**src/rtl/uart_led_pkg.sv**
```systemverilog
// Shared definitions for the UART LED command parser.
//   - Command codes carried in the CMD byte of a frame.
//   - Response bytes returned to the UART transmitter.
//   - Frame-assembly FSM state encoding.
//   - Helper that says whether a CMD byte names a supported command.
package uart_led_pkg;

    localparam logic [7:0] CMD_WRITE  = 8'h01;
    localparam logic [7:0] CMD_SET    = 8'h02;
    localparam logic [7:0] CMD_CLR    = 8'h03;
    localparam logic [7:0] CMD_TOGGLE = 8'h04;

    localparam logic [7:0] RESP_ACK = 8'h06;
    localparam logic [7:0] RESP_NAK = 8'h15;

    typedef enum logic [1:0] {
        ST_IDLE = 2'd0,
        ST_CMD  = 2'd1,
        ST_DATA = 2'd2,
        ST_CHK  = 2'd3
    } state_e;

    function automatic logic is_known_cmd(input logic [7:0] cmd);
        return (cmd == CMD_WRITE) || (cmd == CMD_SET) ||
               (cmd == CMD_CLR)   || (cmd == CMD_TOGGLE);
    endfunction

endpackage

```
**src/rtl/uart_rx_byte_sync.sv**
```systemverilog
// Brings the receiver's done pulse into the clk domain and flags each
// received byte once.
//   clk, rst   : system clock, synchronous active-high reset
//   rx_data    : byte from the UART receiver
//   rx_done    : receiver done pulse (asynchronous to clk)
//   byte_acc   : one-cycle strobe on a synchronized falling edge of rx_done
//   byte_data  : the byte to accept while byte_acc is high
module uart_rx_byte_sync (
    input  logic       clk,
    input  logic       rst,
    input  logic [7:0] rx_data,
    input  logic       rx_done,
    output logic       byte_acc,
    output logic [7:0] byte_data
);

    // s1/s2 form the two-flop synchronizer; s3 is edge-detect history.
    logic s1_q, s2_q, s3_q;
    logic s1_d, s2_d, s3_d;

    always_comb begin
        s1_d = rx_done;
        s2_d = s1_q;
        s3_d = s2_q;
    end

    always_ff @(posedge clk) begin
        // NOTE: non-blocking assignments let all flops sample the old values,
        // which is what makes this a shift chain rather than a single wire.
        if (rst) begin
            s1_q <= 1'b0;
            s2_q <= 1'b0;
            s3_q <= 1'b0;
        end else begin
            s1_q <= s1_d;
            s2_q <= s2_d;
            s3_q <= s3_d;
        end
    end

    // Falling edge: the receiver has finished presenting the byte, and RxData
    // is stable from then until the next byte, so it is sampled directly.
    assign byte_acc  = s3_q & ~s2_q;
    assign byte_data = rx_data;

endmodule

```
**src/rtl/uart_led_cmd_parser.sv**
```systemverilog
// Assembles SYNC/CMD/DATA/CHK frames from the UART receiver, applies valid
// LED commands and returns a one-byte ACK/NAK.
//   Clk, Rst   : system clock, synchronous active-high reset
//   RxData     : received byte
//   RxDone     : receiver done pulse (byte taken on its synchronized fall)
//   Led        : LED register
//   RespData   : last response byte (ACK 8'h06 / NAK 8'h15), held
//   RespValid  : one-cycle strobe when a new response is presented
//   ErrCount   : saturating count of NAKs and inter-byte timeouts
//   Busy       : high while a frame is in progress
module uart_led_cmd_parser #(
    parameter int unsigned LED_WIDTH      = 8,
    parameter logic [7:0]  SYNC_BYTE      = 8'hA5,
    parameter int unsigned TIMEOUT_CYCLES = 1000000
) (
    input  logic                 Clk,
    input  logic                 Rst,
    input  logic [7:0]           RxData,
    input  logic                 RxDone,
    output logic [LED_WIDTH-1:0] Led,
    output logic [7:0]           RespData,
    output logic                 RespValid,
    output logic [7:0]           ErrCount,
    output logic                 Busy
);

    import uart_led_pkg::*;

    localparam int unsigned    TW        = $clog2(TIMEOUT_CYCLES);
    localparam logic [TW-1:0]  TIMER_MAX = TW'(TIMEOUT_CYCLES - 1);

    logic       byte_acc;
    logic [7:0] byte_data;

    uart_rx_byte_sync u_sync (
        .clk       (Clk),
        .rst       (Rst),
        .rx_data   (RxData),
        .rx_done   (RxDone),
        .byte_acc  (byte_acc),
        .byte_data (byte_data)
    );

    state_e                state_q, state_d;
    logic [TW-1:0]         timer_q, timer_d;
    logic [7:0]            cmd_q, cmd_d;
    logic [7:0]            data_q, data_d;
    logic [LED_WIDTH-1:0]  led_q, led_d;
    logic [7:0]            resp_data_q, resp_data_d;
    logic                  resp_valid_q, resp_valid_d;
    logic [7:0]            err_q, err_d;
    logic                  busy_q, busy_d;

    logic                  timeout;
    logic                  frame_good;
    logic                  err_inc;
    logic [LED_WIDTH-1:0]  data_w;

    // An accepted byte in the expiry cycle takes priority over the timeout.
    assign timeout    = (state_q != ST_IDLE) && !byte_acc && (timer_q == TIMER_MAX);
    assign frame_good = (byte_data == (cmd_q ^ data_q)) && is_known_cmd(cmd_q);
    assign data_w     = data_q[LED_WIDTH-1:0];

    // State register (plus all other registered outputs).
    always_ff @(posedge Clk) begin
        if (Rst) begin
            state_q      <= ST_IDLE;
            timer_q      <= '0;
            cmd_q        <= '0;
            data_q       <= '0;
            led_q        <= '0;
            resp_data_q  <= '0;
            resp_valid_q <= 1'b0;
            err_q        <= '0;
            busy_q       <= 1'b0;
        end else begin
            state_q      <= state_d;
            timer_q      <= timer_d;
            cmd_q        <= cmd_d;
            data_q       <= data_d;
            led_q        <= led_d;
            resp_data_q  <= resp_data_d;
            resp_valid_q <= resp_valid_d;
            err_q        <= err_d;
            busy_q       <= busy_d;
        end
    end

    // Next-state logic.
    always_comb begin
        state_d = state_q;
        if (byte_acc) begin
            case (state_q)
                ST_IDLE: if (byte_data == SYNC_BYTE) state_d = ST_CMD;
                ST_CMD:  state_d = ST_DATA;
                ST_DATA: state_d = ST_CHK;
                ST_CHK:  state_d = ST_IDLE;
                default: state_d = ST_IDLE;
            endcase
        end else if (timeout) begin
            state_d = ST_IDLE;
        end
    end

    // Output and datapath logic.
    always_comb begin
        // NOTE: every signal gets a default before any branch; a path that
        // leaves one unassigned would infer a latch.
        cmd_d        = cmd_q;
        data_d       = data_q;
        led_d        = led_q;
        resp_data_d  = resp_data_q;
        resp_valid_d = 1'b0;
        err_d        = err_q;
        err_inc      = 1'b0;

        if ((state_q == ST_IDLE) || byte_acc || timeout) begin
            timer_d = '0;
        end else begin
            timer_d = timer_q + TW'(1);
        end

        if (byte_acc) begin
            case (state_q)
                ST_CMD:  cmd_d  = byte_data;
                ST_DATA: data_d = byte_data;
                ST_CHK: begin
                    resp_valid_d = 1'b1;
                    if (frame_good) begin
                        resp_data_d = RESP_ACK;
                        case (cmd_q)
                            CMD_WRITE:  led_d = data_w;
                            CMD_SET:    led_d = led_q | data_w;
                            CMD_CLR:    led_d = led_q & ~data_w;
                            CMD_TOGGLE: led_d = led_q ^ data_w;
                            default:    led_d = led_q;
                        endcase
                    end else begin
                        resp_data_d = RESP_NAK;
                        err_inc     = 1'b1;
                    end
                end
                default: ;
            endcase
        end

        if (timeout) err_inc = 1'b1;

        if (err_inc && (err_q != 8'hFF)) err_d = err_q + 8'd1;

        busy_d = (state_d != ST_IDLE);
    end

    assign Led       = led_q;
    assign RespData  = resp_data_q;
    assign RespValid = resp_valid_q;
    assign ErrCount  = err_q;
    assign Busy      = busy_q;

endmodule

```
**config.mk**
```make
export PLATFORM = sky130hd
export DESIGN_NAME = uart_led_cmd_parser
export DESIGN_NICKNAME = d
export VERILOG_FILES = /design/src/rtl/uart_led_pkg.sv /design/src/rtl/uart_rx_byte_sync.sv /design/src/rtl/uart_led_cmd_parser.sv
export SDC_FILE = /design/constraint.sdc
export NUM_CORES = 1
export LEC_CHECK = 0
export CORE_UTILIZATION = 43
export CTS_CLUSTER_SIZE = 28
export DETAILED_ROUTE_END_ITERATION = 8
export SYNTH_ARGS = -nofsm -noshare
export SYNTH_HDL_FRONTEND = slang
export SYNTH_SLANG_ARGS = --single-unit
```
**constraint.sdc**
```tcl
create_clock -name Clk -period 4.8 [get_ports Clk]
set_clock_uncertainty 0.05 [all_clocks]
set_input_delay 1.2 -clock Clk [delete_from_list [all_inputs] [get_ports Clk]]
set_output_delay 1.2 -clock Clk [all_outputs]
set_load 0.01 [all_outputs]
```
==> results of run 1 <==
## power by group through the flow
| stage | Sequential (W) | Clock [W] | Combinational, W |
|---|---|---|---|
| after floorplan | 0.000527 | 0 | 0.0000196 |
| after global placement | 0.000527 | 0 | 0.0000327 |
| after detailed placement | 0.000527 | 0 | 0.0000330 |
| after CTS | 0.000516 | 0.000448 | 0.0000331 |
| after global routing | 0.000515 | 0.000476 | 0.0000357 |
| final | 0.000516 | 0.000432 | 0.0000331 |
## metal layers
layer / routed length [um] / vias up
li1: - / 1343
met1: 3200 / 1226
met2: 3010 / 47
met3: 265 / 13
met4: 176 / 0
met5: 0 / -
## area by class of cell
cell class,instances,area (sq um)
Clock buffer,14,153
Clock inverter,1,30.0
Fill cell,729,3440
Inverter,22,82.6
Multi-Input combinational cell,277,1840
Sequential cell,62,1240
Tap cell,99,124
Timing Repair Buffer,35,343
## through the flow
stage | util | setup WS, ns | power [W] | area (sq um)
2_1_floorplan | - | 1.92 | 0.000547 | 3250
3_3_place_gp | 0.500 | 1.15 | 0.000560 | 3630
3_5_place_dp | 0.500 | 1.10 | 0.000560 | 3630
4_1_cts | 0.525 | 1.45 | 0.000997 | 3810
5_1_grt | 0.525 | 1.42 | 0.00103 | 3810
6_report | 0.525 | 1.48 | 0.000981 | 3810
## sequential cells by signal, indices dropped and copies added, names as in the netlist
name and count:
timer_q 20, Led 8, Busy 1, ErrCount 8, u_sync.s1_q 1, u_sync.s3_q 1
RespData 3, u_sync.s2_q 1, data_q 8, state_q 2, cmd_q 8, RespValid 1
## worst min-delay path by stage
| stage | start | to | slack (ns) | cells after the start |
|---|---|---|---|---|
| finish | u_sync.s1_q | u_sync.s2_q | 0.38 | 1 |
| global placement | u_sync.s1_q | u_sync.s2_q | 0.37 | 1 |
| CTS | u_sync.s1_q | u_sync.s2_q | 0.39 | 1 |
| detailed placement | u_sync.s1_q | u_sync.s2_q | 0.37 | 1 |
| floorplan | u_sync.s1_q | u_sync.s2_q | 0.36 | 1 |
| global route | u_sync.s1_q | u_sync.s2_q | 0.43 | 1 |
## layout by cell type, fill, tap and decap left out, types with 10 or more instances in the layout
master,n
nand3_1,30
o21ai_0,10
nor2_1,51
a21oi_1,30
clkbuf_8,10
xnor2_1,10
dfxtp_1,62
clkdlybuf4s50_1,32
ha_1,22
inv_1,22
nand2_1,35
## cells by family (layout without fill, tap and decap cells)
| kind of cell | after synthesis | count (layout) | share of synthesized area |
|---|---|---|---|
| simple gates | 161 | 161 | 0.239 |
| flops | 62 | 62 | 0.383 |
| compound gates | 58 | 58 | 0.114 |
| buf+inv | 41 | 72 | 0.0533 |
| xor+xnor | 27 | 27 | 0.107 |
| fa+ha+maj | 22 | 22 | 0.0850 |
| mux | 5 | 5 | 0.0170 |
| other cells | 1 | 4 | 0.00116 |
==> impl_metrics.tcl, run 1 <==
set metrics [dict create \
    status "complete, no violations" \
    r2r_start "timer_q[0]" \
    drv_cap 0 \
    hold_violations 0 \
    drc_errors 0 \
    worstPathArrival_ns 3.49 \
    dp_hpwl_um 4800 \
    timing.critical_path.buf_inv 1 \
    tns_ns 0 \
    seq_power_share 0.526 \
    max-vdd-ir-drop_mv 0.137 \
    synth_top_area_frac 0.383 \
    core_area_sq_um 7250 \
    grt_start_max_net_pins 27 \
    vias_per_cell 5.15 \
    drv_slew 0 \
    cts_sinks 62 \
    postSynthCellCount 377 \
    cts_buffer_depth 2 \
    die-area_sq_um 7880 \
    yosys_most_used_dff "dfxtp_1" \
    core.rowCount 31 \
    ios 37 \
    clkLatencyLatePin_ns 0.33 \
    grt_use_total 0.188 \
    power.density_nw_per_um2 257 \
    cts_hold_buf 0 \
    cp-start-kind "primary input" \
    rsz0062_at_grt "no" \
    hold_class "reg2reg" \
    start_util 0.447 \
    synth_edf_count 0 \
    worstMarginPinSlew_ns 0.773 \
    first_pass_iters 4 \
    slowest_delay_ns 0.63 \
    cts_root_buf "clkbuf_8" \
    port_buffers 32 \
    yosysWarnings 0 \
    crit_fanout 10 \
    period_share 0.692 \
    routedWlPerCell_um 13.0 \
    grt_util_met2 0.300 \
    comb_power_share 0.034 \
    crit_path_end_kind "register" \
    p_sw_frac 0.201 \
    rr_worst_depth 7 \
    whs_ns 0.385 \
    p_leak_nw 1.37 \
    fin_cells 510 \
    fmax_ghz 0.301 \
    die_y_um 88.8 \
    clk_pin_slew_ns 0.06 \
    wl_um 6650 \
    cts_tree "done" \
    synth.lib_cells_used.distinct 43 \
    drtAntennaViolNets 0 \
    worstPathRequired_ns 4.97 \
    gp_congestion 0.816 \
    internal_power_w 0.000784 \
    syn_area_sq_um 3240 \
    p_sw_w 0.000197 \
    ys_top_cells_by_count "dfxtp_1, nor2_1, nand2_1" \
    busiest_layer "met2" \
    period_needed_ns 3.32 \
    crit_start "RxData[4]" \
    avgSynthCellArea_sq_um 8.59 \
    area_delta_synth_final_pct 17.6 \
    setup_viol 0 \
    worst-path-stages 7 \
    path_cells "clkdlybuf4s50_1 -> xnor3_1 -> nand3_1 -> o41ai_1 -> a32oi_4 -> and3_1 -> mux2_1" \
    cts_resized 0 \
    drtIter0Drc 200 \
    synth_sequential_area_ratio 0.383 \
    grt_overflow_total 0 \
    vias 2629 \
    async_flop_share 0 \
    antenna_found_initial 0 \
    grt_util_met3 0.0373 \
    cts_setup_buffers 0 \
    synth.ff_latch_count 62 \
    grt_pass1_wl_um 11400 \
    worstSetupEndpoint "ErrCount[5]" \
    htree_num_levels 3 \
    dieWidth_um 88.8 \
    diodes 0 \
    crit_slowest_cell "o41ai_1" \
    yosys.cell_count.top_type "dfxtp_1" \
    use_met1 0.240 \
    critPathKind "in2reg" \
    layout-drive-gt1-share 0.0584 \
    clkPwrFrac 0.440 \
    final_nets 440 \
    r2r_end "ErrCount[5]" \
    path_delay_family "compound AO/OA/AOI/OAI gates" \
    max_slew_margin 0.483 \
    rrSetupSlack_ns 1.89 \
    placedCellCount 495 \
    cts_buffers 9 \
    yosys-top-cells-area "dfxtp_1, ha_1, nor2_1, xnor3_1, a21oi_1" \
    yosys.area.top_type "dfxtp_1" \
    grt_pass1_vias 2491 \
]
Power figures use the tool's default switching activity.
==> inputs of run 2 (changes only) <==
- PLACE_DENSITY: default -> 0.66
- clock period: 4.8 -> 2.79 ns (I/O delays scaled with it)
==> impl_metrics.tcl, run 2 (synthesis gave the netlist of run 1 again) <==
set metrics [dict create \
    p_leak_nw 1.50 \
    slowest_delay_ns 0.53 \
    path_cells "or4b_4 -> or4_4 -> or4_4 -> a32oi_4 -> and3_1 -> mux2_4" \
    utilization 0.559 \
    grt_pass1_vias 2509 \
    cp-start-kind "register" \
    die_y_um 88.8 \
    power_w 0.00182 \
    max-vdd-ir-drop_mv 0.300 \
    cts_sinks 62 \
    power.density_nw_per_um2 448 \
    cts_buffer_depth 2 \
    hold_violations 0 \
    place_area_sq_um 3810 \
    drtAntennaViolNets 0 \
    start_util 0.447 \
    worstPathArrival_ns 2.90 \
    clk_pin_slew_ns 0.06 \
    period_needed_ns 2.72 \
    crit_path_end_kind "register" \
    final_nets 465 \
    grt_overflow_total 0 \
    tns_ns 0 \
    worstMarginPinSlew_ns 0.734 \
    rsz0062_at_grt "yes" \
    crit_fanout 8 \
    worstHoldStart "u_sync.s1_q" \
    cts_buffers 9 \
    seq_power_share 0.488 \
    p_sw_frac 0.200 \
    worstPathRequired_ns 2.97 \
    fmax_ghz 0.367 \
    first_pass_iters 4 \
    path_delay_family "simple AND/OR/NAND/NOR gates" \
    clkPwrFrac 0.473 \
    p_sw_w 0.000364 \
    die-area_sq_um 7880 \
    core.rowCount 31 \
    comb_power_share 0.039 \
    grt_pass1_wl_um 11200 \
    setup_viol 0 \
    vias_per_cell 5.05 \
    r2r_end "ErrCount[5]" \
    ios 37 \
    wl_um 6640 \
    vias 2705 \
    crit_slowest_cell "or4b_4" \
    rrSetupSlack_ns 0.07 \
    min_to "u_sync.s2_q" \
    grt_use_total 0.187 \
    rr_worst_depth 6 \
    period_share 0.977 \
    whs_ns 0.394 \
    hold_class "reg2reg" \
    layout-drive-gt1-share 0.130 \
    min_path_cells 1 \
    timing.critical_path.buf_inv 0 \
    diodes 0 \
    cts_tree "done" \
    largest_reg_flops 20 \
    htree_num_levels 3 \
    cts_setup_buffers 0 \
    drv_cap 0 \
    antenna_found_initial 0 \
    regMostFlops "timer_q" \
    internal_power_w 0.00145 \
    routedWlPerCell_um 12.4 \
    drc_errors 0 \
    drv_slew 0 \
    dieWidth_um 88.8 \
    cts_root_buf "clkbuf_8" \
    layout_common_cells "dfxtp_1, nor2_1, nand2_1" \
    r2r_start "timer_q[13]" \
    gp_congestion 0.802 \
    critPathKind "reg2reg" \
    max_slew_margin 0.510 \
    drtIter0Drc 114 \
    final_common_cell "dfxtp_1" \
    clkLatencyLatePin_ns 0.34 \
    area_delta_synth_final_pct 25.1 \
    fin_area_sq_um 4050 \
    port_buffers 32 \
    core_area_sq_um 7250 \
    grt_start_max_net_pins 25 \
    dp_hpwl_um 4960 \
    cts_hold_buf 0 \
    cpMostUsedCell "or4_4" \
    status "complete, no violations" \
]
run 2: worst max-delay path by stage:
stage | start | end | depth (start not counted)
3_5_place_dp | RxData[2] | Led[4] | 9
5_1_grt | timer_q[13] | ErrCount[3] | 6
4_1_cts | timer_q[13] | ErrCount[3] | 6
2_1_floorplan | timer_q[11] | ErrCount[3] | 6
6_report | timer_q[13] | ErrCount[5] | 6
3_3_place_gp | RxData[2] | ErrCount[5] | 8
run 2: final cells by class:
type	instances	area [sq um]
Multi-Input combinational cell	277	1860
Clock buffer	13	149
Timing Repair Buffer	60	531
Sequential cell	62	1240
Clock inverter	3	67.6
Tap cell	99	124
Fill cell	675	3200
Inverter	22	82.6
run 2: per-layer routing:
metal / up-vias / GRT usage / wire (um)
li1: 1392 / - / -
met1: 1268 / 0.229 / 3170
met2: 34 / 0.310 / 3170
met3: 11 / 0.0466 / 183
met4: 0 / 0.0821 / 107
met5: - / 0 / 0
run 2: power groups by stage:
stage | Combinational, W | Clock (W) | Sequential [W]
finish | 0.0000704 | 0.000860 | 0.000887
detailed placement | 0.0000699 | 0 | 0.000907
global route | 0.0000761 | 0.000927 | 0.000887
floorplan | 0.0000337 | 0 | 0.000907
CTS | 0.0000702 | 0.000884 | 0.000887
global placement | 0.0000699 | 0 | 0.000907
run 2: worst register-to-register path: stages, from the launching register on:
cell and delay, ns:
dfxtp_2 0.32, or4b_4 0.53, or4_4 0.43, or4_4 0.45, a32oi_4 0.31, and3_1 0.23, mux2_4 0.30
run 2: repair_timing:
action | in CTS | in global routing
endpoints found under the setup margin | 2 | 5
gates resized for setup | 0 | 6
endpoints found under the hold margin | 0 | 0
pin swaps | 1 | 3
run 2: through the flow:
stage,setup WS [ns],instances
floorplan,0.0699,380
detailed placement,-0.110,520
CTS,0.00792,536
global placement,-0.0903,520
finish,0.0656,536
global route,-0.0205,536
